<file path="src/rtl/param_mc_core_pkg.sv">
// param_mc_core_pkg: shared state, opcode and instruction-field definitions for param_mc_core
package param_mc_core_pkg;
   typedef enum logic [2:0] {IDLE, FETCH, EXEC, WB, HALT} state_t;
   typedef enum logic [1:0] {FMT_RR, FMT_RI, FMT_BR, FMT_HALT} fmt_t;
   typedef enum logic [2:0] {OP_ADD, OP_SUB, OP_AND, OP_OR, OP_XOR, OP_SHL, OP_SHR, OP_MOV} alu_op_t;
   typedef enum logic [1:0] {C_ALWAYS, C_Z, C_NZ, C_C} cond_t;
   localparam int FMT_LSB  = 0;
   localparam int COND_LSB = 2;
   localparam int SEL_LSB  = 2;
   localparam int TGT_LSB  = 4;
   localparam int IMM_LSB  = 5;
   localparam int RY_LSB   = 10;
   localparam int RX_LSB   = 13;
endpackage

</file>
<file path="src/rtl/param_mc_core_alu.sv">
// param_mc_alu: combinational ALU returning a DATA_W result plus carry/borrow
module param_mc_alu import param_mc_core_pkg::*; #(
   parameter int DATA_W = 16
) (
   input  logic [DATA_W-1:0] a,
   input  logic [DATA_W-1:0] b,
   input  alu_op_t           op,
   output logic [DATA_W-1:0] res,
   output logic              carry
);
   logic [DATA_W:0]   sum;
   logic [DATA_W-1:0] sh;
   assign sum = {1'b0, a} + {1'b0, b};
   assign sh  = b % DATA_W'(DATA_W);
   always_comb begin
      res   = '0;
      carry = 1'b0;
      case (op)
         OP_ADD: {carry, res} = sum;
         OP_SUB: begin
            res   = a - b;
            carry = a < b;
         end
         OP_AND: res = a & b;
         OP_OR:  res = a | b;
         OP_XOR: res = a ^ b;
         OP_SHL: res = a << sh;
         OP_SHR: res = a >> sh;
         OP_MOV: res = b;
         default: res = '0;
      endcase
   end
endmodule

</file>
<file path="src/rtl/param_mc_core.sv">
// param_mc_core: parametrised multicycle FETCH/EXEC/WB core with flags, branches, halt and debug read
module param_mc_core import param_mc_core_pkg::*; #(
   parameter int DATA_W = 16,
   parameter int PC_W   = 12
) (
   input  logic              clk,
   input  logic              reset,
   input  logic              run,
   output logic              fetch_req,
   output logic [PC_W-1:0]   fetch_addr,
   input  logic              instr_valid,
   input  logic [15:0]       instr,
   output logic [DATA_W-1:0] d_out,
   output logic              done,
   output logic              halted,
   output logic [2:0]        flags,
   input  logic [2:0]        dbg_sel,
   output logic [DATA_W-1:0] dbg_data
);
   state_t            state, state_n;
   logic [PC_W-1:0]   pc, target;
   logic [15:0]       ir;
   logic [DATA_W-1:0] regs [8];
   logic [DATA_W-1:0] res_q, a, b, imm, alu_res;
   logic              alu_c, taken;
   logic [2:0]        rx, ry;
   fmt_t              fmt;
   cond_t             cond;
   alu_op_t           op;

   assign fmt    = fmt_t'(ir[FMT_LSB +: 2]);
   assign cond   = cond_t'(ir[COND_LSB +: 2]);
   assign op     = alu_op_t'(ir[SEL_LSB +: 3]);
   assign rx     = ir[RX_LSB +: 3];
   assign ry     = ir[RY_LSB +: 3];
   assign imm    = DATA_W'(ir[IMM_LSB +: 8]);
   assign target = ir[TGT_LSB +: PC_W];
   assign a      = regs[rx];
   assign b      = fmt == FMT_RI ? imm : regs[ry];
   assign taken  = cond == C_ALWAYS ? 1'b1 :
                   cond == C_Z      ? flags[1] :
                   cond == C_NZ     ? !flags[1] : flags[0];

   param_mc_alu #(.DATA_W(DATA_W)) u_alu (
      .a(a), .b(b), .op(op), .res(alu_res), .carry(alu_c)
   );

   assign fetch_req  = state == FETCH;
   assign done       = state == WB;
   assign halted     = state == HALT;
   assign fetch_addr = pc;
   assign dbg_data   = regs[dbg_sel];

   always_comb begin
      state_n = state;
      case (state)
         IDLE:  state_n = run ? FETCH : IDLE;
         FETCH: state_n = instr_valid ? EXEC : FETCH;
         EXEC:  state_n = fmt == FMT_HALT ? HALT : fmt == FMT_BR ? (run ? FETCH : IDLE) : WB;
         WB:    state_n = run ? FETCH : IDLE;
         HALT:  state_n = HALT;
         default: state_n = IDLE;
      endcase
   end

   always_ff @(posedge clk or posedge reset)
      if (reset) state <= IDLE;
      else state <= state_n;

   // WB writes the register file on the closing edge, so a same-cycle debug read sees the old value
   always_ff @(posedge clk or posedge reset) begin
      if (reset) begin
         pc    <= '0;
         ir    <= '0;
         res_q <= '0;
         d_out <= '0;
         flags <= '0;
         for (int i = 0; i < 8; i++) regs[i] <= '0;
      end else begin
         case (state)
            FETCH: if (instr_valid) ir <= instr;
            EXEC: begin
               if (fmt == FMT_RR || fmt == FMT_RI) begin
                  res_q <= alu_res;
                  flags <= {alu_res[DATA_W-1], alu_res == '0, alu_c};
               end else if (fmt == FMT_BR) pc <= taken ? target : pc + 1'b1;
            end
            WB: begin
               regs[rx] <= res_q;
               d_out    <= res_q;
               pc       <= pc + 1'b1;
            end
            default: ;
         endcase
      end
   end
endmodule
</file>
<file path="config.mk">
export PLATFORM = sky130hd
export DESIGN_NAME = param_mc_core
export DESIGN_NICKNAME = d
export VERILOG_FILES = /design/src/rtl/param_mc_core_pkg.sv /design/src/rtl/param_mc_core_alu.sv /design/src/rtl/param_mc_core.sv
export SDC_FILE = /design/constraint.sdc
export NUM_CORES = 1
export LEC_CHECK = 0
export CAP_MARGIN = 20
export CORE_ASPECT_RATIO = 1.75
export CORE_MARGIN = 2
export CORE_UTILIZATION = 59
export CTS_CLUSTER_DIAMETER = 30
export DETAILED_ROUTE_END_ITERATION = 6
export GPL_ROUTABILITY_DRIVEN = 0
export PLACE_DENSITY_LB_ADDON = 0.25
export SYNTH_ARGS = -nofsm -noshare
export SYNTH_HDL_FRONTEND = slang
export SYNTH_SLANG_ARGS = --single-unit
export TNS_END_PERCENT = 10
</file>
<file path="constraint.sdc">
create_clock -name clk -period 6.7 [get_ports clk]
set_clock_uncertainty 0.05 [all_clocks]
set_input_delay 1.005 -clock clk [delete_from_list [all_inputs] [get_ports clk]]
set_output_delay 1.005 -clock clk [all_outputs]
set_load 0.02 [all_outputs]
</file>
==> results of run 1 <==
Yosys cell counts (all sizes together), types with 6 or more instances:
cell      n
dfrtp   193
mux2    183
nand2   134
nor2     82
o21ai    73
mux4     72
clkbuf   67
inv      59
a21oi    54
ha       50
mux2i    49
buf      48
o22ai    24
nand3    22
o221ai   21
a211oi   19
nand2b   19
o22a     19
a31oi    16
nor3     16
nor2b    14
o211ai   13
a21o     10
a221oi    9
or3       9
a22oi     8
and3      8
or2       8
o21a      7
o31ai     7
a211o     6
and2      6
o32ai     6
cell type report:
type	count	share of cell area [%]
tap	308	2.43
multi-input combinational	1037	55.8
inverter	60	1.50
timing repair buffer	104	6.15
clock inverter	15	0.962
sequential	193	30.5
clock buffer	17	2.68
per-layer routing:
metal,vias to the layer above,share of wire (%),routed length (microns),global-route usage (%)
li1,5278,-,-,-
met1,6158,35,16000,42.3
met2,783,49,22500,59.5
met3,282,7.6,3490,6.72
met4,0,8.2,3760,26.4
met5,-,0,0,0
worst max-delay path, delay by kind of cell, from the launching register on:
kind | cells | cell delay, ps
multiplexers | 2 | 750
flip-flops | 1 | 830
AO/OA/AOI/OAI | 9 | 2360
buffers and inverters | 2 | 320
adder cells (fa/ha/maj) | 2 | 530
AND/OR/NAND/NOR | 2 | 620
cell families (layout without fill, tap and decap cells):
kind of cell	count (synthesis)	count (layout)	share of synthesized area, %
adders and majority gates	53	53	4.67
and+or+nand+nor	332	332	10.4
buffers and inverters	175	196	5.36
xor gates and xnor gates	7	7	0.424
muxes	304	304	29.2
AOI/OAI and AO/OA	341	341	16.6
DFF	193	193	33.4
through the flow:
stage | worst slack [ps] | utilization, % | std cells | hold slack (ps) | cell area, sq um
after CTS | 1280 | 66.0 | 1733 | 431 | 15800
after detailed placement | 1280 | 63.6 | 1701 | 412 | 15300
after global placement | 1450 | 63.6 | 1701 | 409 | 15300
final | 1170 | 66.1 | 1734 | 424 | 15900
after floorplan | 389 | - | 1405 | 431 | 14500
after global routing | 894 | 66.1 | 1734 | 467 | 15900
flip-flops by register name (all words and copies together) (netlist names):
register / cells
regs: 128
state: 3
d_out: 16
ir: 16
res_q: 15
fetch_addr: 12
flags: 3
worst max path at each step:
| stage | from | endpoint | slack (ps) | depth (start not counted) |
|---|---|---|---|---|
| after floorplan | reset | d_out[0]$_DFFE_PP0P_ | 390 | 1 |
| after global placement | ir[11]$_DFFE_PP0P_ | flags[1]$_DFFE_PP0P_ | 1450 | 16 |
| after detailed placement | ir[11]$_DFFE_PP0P_ | flags[1]$_DFFE_PP0P_ | 1280 | 17 |
| after CTS | ir[11]$_DFFE_PP0P_ | flags[1]$_DFFE_PP0P_ | 1280 | 17 |
| after global routing | ir[11]$_DFFE_PP0P_ | flags[1]$_DFFE_PP0P_ | 890 | 17 |
| final | ir[11]$_DFFE_PP0P_ | flags[1]$_DFFE_PP0P_ | 1170 | 17 |
==> results.toml, run 1 <==
[grt]
grt_max_degree = 75
grt_pass1_wl_microns = 70800
grt_pass1_vias = 12500
grt_overflow = 0
grt_usage_pct = 36.4
antenna_found_initial = 0

[yosys]
async_flop_share_pct = 100
yosys.area.top_type_share_pct = 33.4
synth_area_sq_um = 14500
synth_flop_cell = "dfrtp_1"
synth.distinct_cells = 83
synth-seq-cells = 193
synth-seq-area-share_pct = 33.4
synth_area_per_cell_sq_um = 10.3
ys.warnings.count = 0
synth_edf_count = 0
synth_top_cell_by_area = "dfrtp_1"
ys_top_cells_by_area = "dfrtp_1 (33%), mux2_2 (14%), mux4_2 (11%)"
synth_fp_nets = 1480
synthesis.instances = 1405

[timing]
clock.fmax_mhz = 181
grt_setup_unrepaired = "false"
tightestPinTransition_ps = 1190
finalSetupViolations = 0
slew_headroom_pct = 20.3
drv_slew = 0
tns_ps = 0
finalHoldViolCount = 0
final.period_utilization_pct = 82.6
finalCriticalPeriod_ps = 5530

[clock_network]
cts_tree = "built"
clk-insertion-delay-late_ps = 460
cts.clk_slew.worst_paths_ps = 80
clockBufferDepth = 2
cts_hold_buf = 0
clockRootBuffer = "clkbuf_16"
clock_sinks = 193
ctsResizeCount = 0
postCtsSetupBuffers = 0
h-tree-depth = 4
cts_made_buffers = 17

[drt]
wirelength_microns = 45700
firstDrtPassIters = 7
vias_per_cell = 7.21
vias = 12500
antenna_left = 0
drc = 0
wire_per_inst_microns = 26.4
drtIter0Drc = 1483

[hold_path]
hold_start = "d_out[10]$_DFFE_PP0P_"
hold_class = "flip-flop to flip-flop"
holdPathStages = 2
hold_end = "d_out[10]$_DFFE_PP0P_"

[floorplanning]
start_util_pct = 60.2
num_rows = 75
die_w_microns = 122
num_io_pins = 73
core_sq_um = 24000
dieArea_sq_um = 25800
fp.dieH_microns = 211

[worst_setup_path]
cp_cell_sequence = "mux4_2, mux2_4, a21oi_4, inv_6, ha_1, inv_1, fa_1, o21bai_1, a21oi_1, o21ai_0, a31oi_1, o22a_1, a21oi_1, nor4_1, nand4_1, a211o_1, o21ai_1"
cpPeakStageDelay_ps = 830
crit_arrival_ps = 5880
critPathMaxFanout = 29
end_kind = "flip-flop"
r2r_cells = 17
path_class = "flip-flop to flip-flop"
reg2reg_slack_ps = 1170
cp_slowest_cell = "dfrtp_1"
reg2reg_from = "ir[11]$_DFFE_PP0P_"
rr_endpoint = "flags[1]$_DFFE_PP0P_"
cp_data_required_time_ps = 7050
start_kind = "flip-flop"
cpMostUsedCell = "a21oi_1"

[final_layout]
antennaDiodeCount = 0
mostFrequentLayoutCells = "dfrtp_1 (190), mux2_2 (181), nand2_1 (134), nor2_1 (82), mux4_2 (72)"
nNetsFinal = 1488
syn2layout_area_growth_pct = 9.74
final_layout_size_suffix_gt1_share_pct = 24.7
layout_commonest_cell = "dfrtp_1"
nFillCells = 1943
seqCellArea_sq_um = 4830
multi_input_comb_area_sq_um = 8860

[placed_design]
port_buffers = 72
hpwl_microns = 32900

[run_status]
outcome = "completed"

[job]
max_cap_viol_count = 0
Power of run 1 is not shown: default switching activity piles up to over one toggle a cycle in this logic, so the estimate is an artifact.
==> run 2: changes to the inputs <==
==> constraint.sdc (replaced) <==
create_clock -name clk -period 5.2 [get_ports clk]
set_clock_uncertainty 0.05 [all_clocks]
set_input_delay 0.78 -clock clk [delete_from_list [all_inputs] [get_ports clk]]
set_output_delay 0.78 -clock clk [all_outputs]
set_load 0.02 [all_outputs]
==> results.toml, run 2 (synthesis gave the netlist of run 1 again) <==
[timing]
setup_slack_ps = 433
finalHoldViolCount = 0
final.period_utilization_pct = 91.7
grt_setup_unrepaired = "false"
finalCriticalPeriod_ps = 4770
clock.fmax_mhz = 210
drv_slew = 0
slew_headroom_pct = 22.6
tightestPinTransition_ps = 1160
finalSetupViolations = 0
tns_ps = 0

[worst_setup_path]
r2r_cells = 17
cpPeakStageDelay_ps = 580
crit_family = "compound AO/OA/AOI/OAI gates"
crit_buf_inv = 2
critPathMaxFanout = 22
cp_cell_sequence = "buf_4, mux4_2, mux2_2, nand2_1, inv_1, ha_1, nor2b_1, o22ai_1, nand2_1, o221ai_1, a31oi_1, o221ai_1, a31o_1, o32ai_2, a2bb2oi_1, a211o_1, o21ai_1"
rr_endpoint = "flags[1]$_DFFE_PP0P_"
cp_slowest_cell = "dfrtp_2"
cp_data_required_time_ps = 5530
reg2reg_slack_ps = 430
end_kind = "flip-flop"
crit_arrival_ps = 5090
reg2reg_from = "ir[10]$_DFFE_PP0P_"
start_kind = "flip-flop"
path_class = "flip-flop to flip-flop"

[job]
max_cap_viol_count = 0

[run_status]
outcome = "completed"

[floorplanning]
num_io_pins = 73
core_sq_um = 24000
fp.dieH_microns = 211
num_rows = 75
start_util_pct = 60.2
die_w_microns = 122
dieArea_sq_um = 25800

[placed_design]
dpl_cell_area_sq_um = 15400
pre_cts_slack_ps = 400
hpwl_microns = 32600
port_buffers = 72

[drt]
vias_per_cell = 7.11
antenna_left = 0
drtIter0Drc = 1264
drc = 0
firstDrtPassIters = 7
wirelength_microns = 45200
wire_per_inst_microns = 25.9
vias = 12400

[clock_network]
clk-insertion-delay-late_ps = 460
cts.clk_slew.worst_paths_ps = 80
clockBufferDepth = 2
h-tree-depth = 4
postCtsSetupBuffers = 0
cts_tree = "built"
clockRootBuffer = "clkbuf_16"
cts_made_buffers = 17
clock_sinks = 193

[grt]
grt_pass1_vias = 12600
grt_overflow = 0
grt_usage_pct = 36.3
grt_pass1_wl_microns = 70400
antenna_found_initial = 0
grt_max_degree = 139

[hold_path]
hold_end = "d_out[15]$_DFFE_PP0P_"
hold_start = "d_out[15]$_DFFE_PP0P_"
hold_class = "flip-flop to flip-flop"
holdPathStages = 2

[final_layout]
antennaDiodeCount = 0
layout_commonest_cell = "dfrtp_1"
top_register = "regs"
nNetsFinal = 1502
utilization_pct = 66.4
final_layout_size_suffix_gt1_share_pct = 25.4
syn2layout_area_growth_pct = 10.3
final_area_sq_um = 16000
mostFrequentLayoutCells = "dfrtp_1 (190), mux2_2 (181), nand2_1 (134), nor2_1 (81), mux4_2 (72)"
largest_register_ffs = 128
top_regs = "regs x128, d_out x16, ir x16"
==> run 2: changes by cell type in the layout (fill, tap and decap cells not counted), moves of 2 or more <==
cell / change
buf_4: +13
clkinv_2: +2
inv_8: -2
clkbuf_1: +2
inv_6: -3
==> run 2: worst min-delay path, delay by kind of cell, from the launching register on <==
kind,cells,cell delay (ps)
flip-flops,1,340
AND/OR/NAND/NOR,2,110
==> run 2: worst max-delay path by stage <==
stage | start | endpoint | slack, ps | cells past startpoint
2_1_floorplan | ir[10]$_DFFE_PP0P_ | flags[1]$_DFFE_PP0P_ | 740 | 19
3_3_place_gp | ir[11]$_DFFE_PP0P_ | flags[1]$_DFFE_PP0P_ | 530 | 16
3_5_place_dp | ir[11]$_DFFE_PP0P_ | flags[1]$_DFFE_PP0P_ | 400 | 16
4_1_cts | ir[11]$_DFFE_PP0P_ | flags[1]$_DFFE_PP0P_ | 370 | 16
5_1_grt | ir[11]$_DFFE_PP0P_ | flags[1]$_DFFE_PP0P_ | 160 | 16
6_report | ir[10]$_DFFE_PP0P_ | flags[1]$_DFFE_PP0P_ | 430 | 17
==> run 2: layout make-up <==
class                      count  area [sq um]
multi-input combinational   1037          8870
fill                        1925          8060
timing repair buffer         118          1080
sequential                   193          4830
clock inverter                12           110
inverter                      60           234
tap                          308           385
clock buffer                  20           447
==> run 2: what timing repair did <==
item / CTS / global route
resized for setup: 0 / 1
hold buffers: 0 / 0
endpoints found under the setup margin: 0 / 1
==> run 2: layer usage <==
metal	vias up	GRT usage [%]	part of all wire, %
li1	5302	-	-
met1	6151	43.8	36
met2	744	59.1	50
met3	223	6.34	7.2
met4	0	23.5	7.4
met5	-	0	0
==> run 2: per-stage QoR <==
step / hold slack (ps) / std cells
6_report: 427 / 1748
3_5_place_dp: 418 / 1715
5_1_grt: 460 / 1748
2_1_floorplan: 431 / 1405
3_3_place_gp: 406 / 1715
4_1_cts: 432 / 1747
Power of run 2 is left out for the same reason.
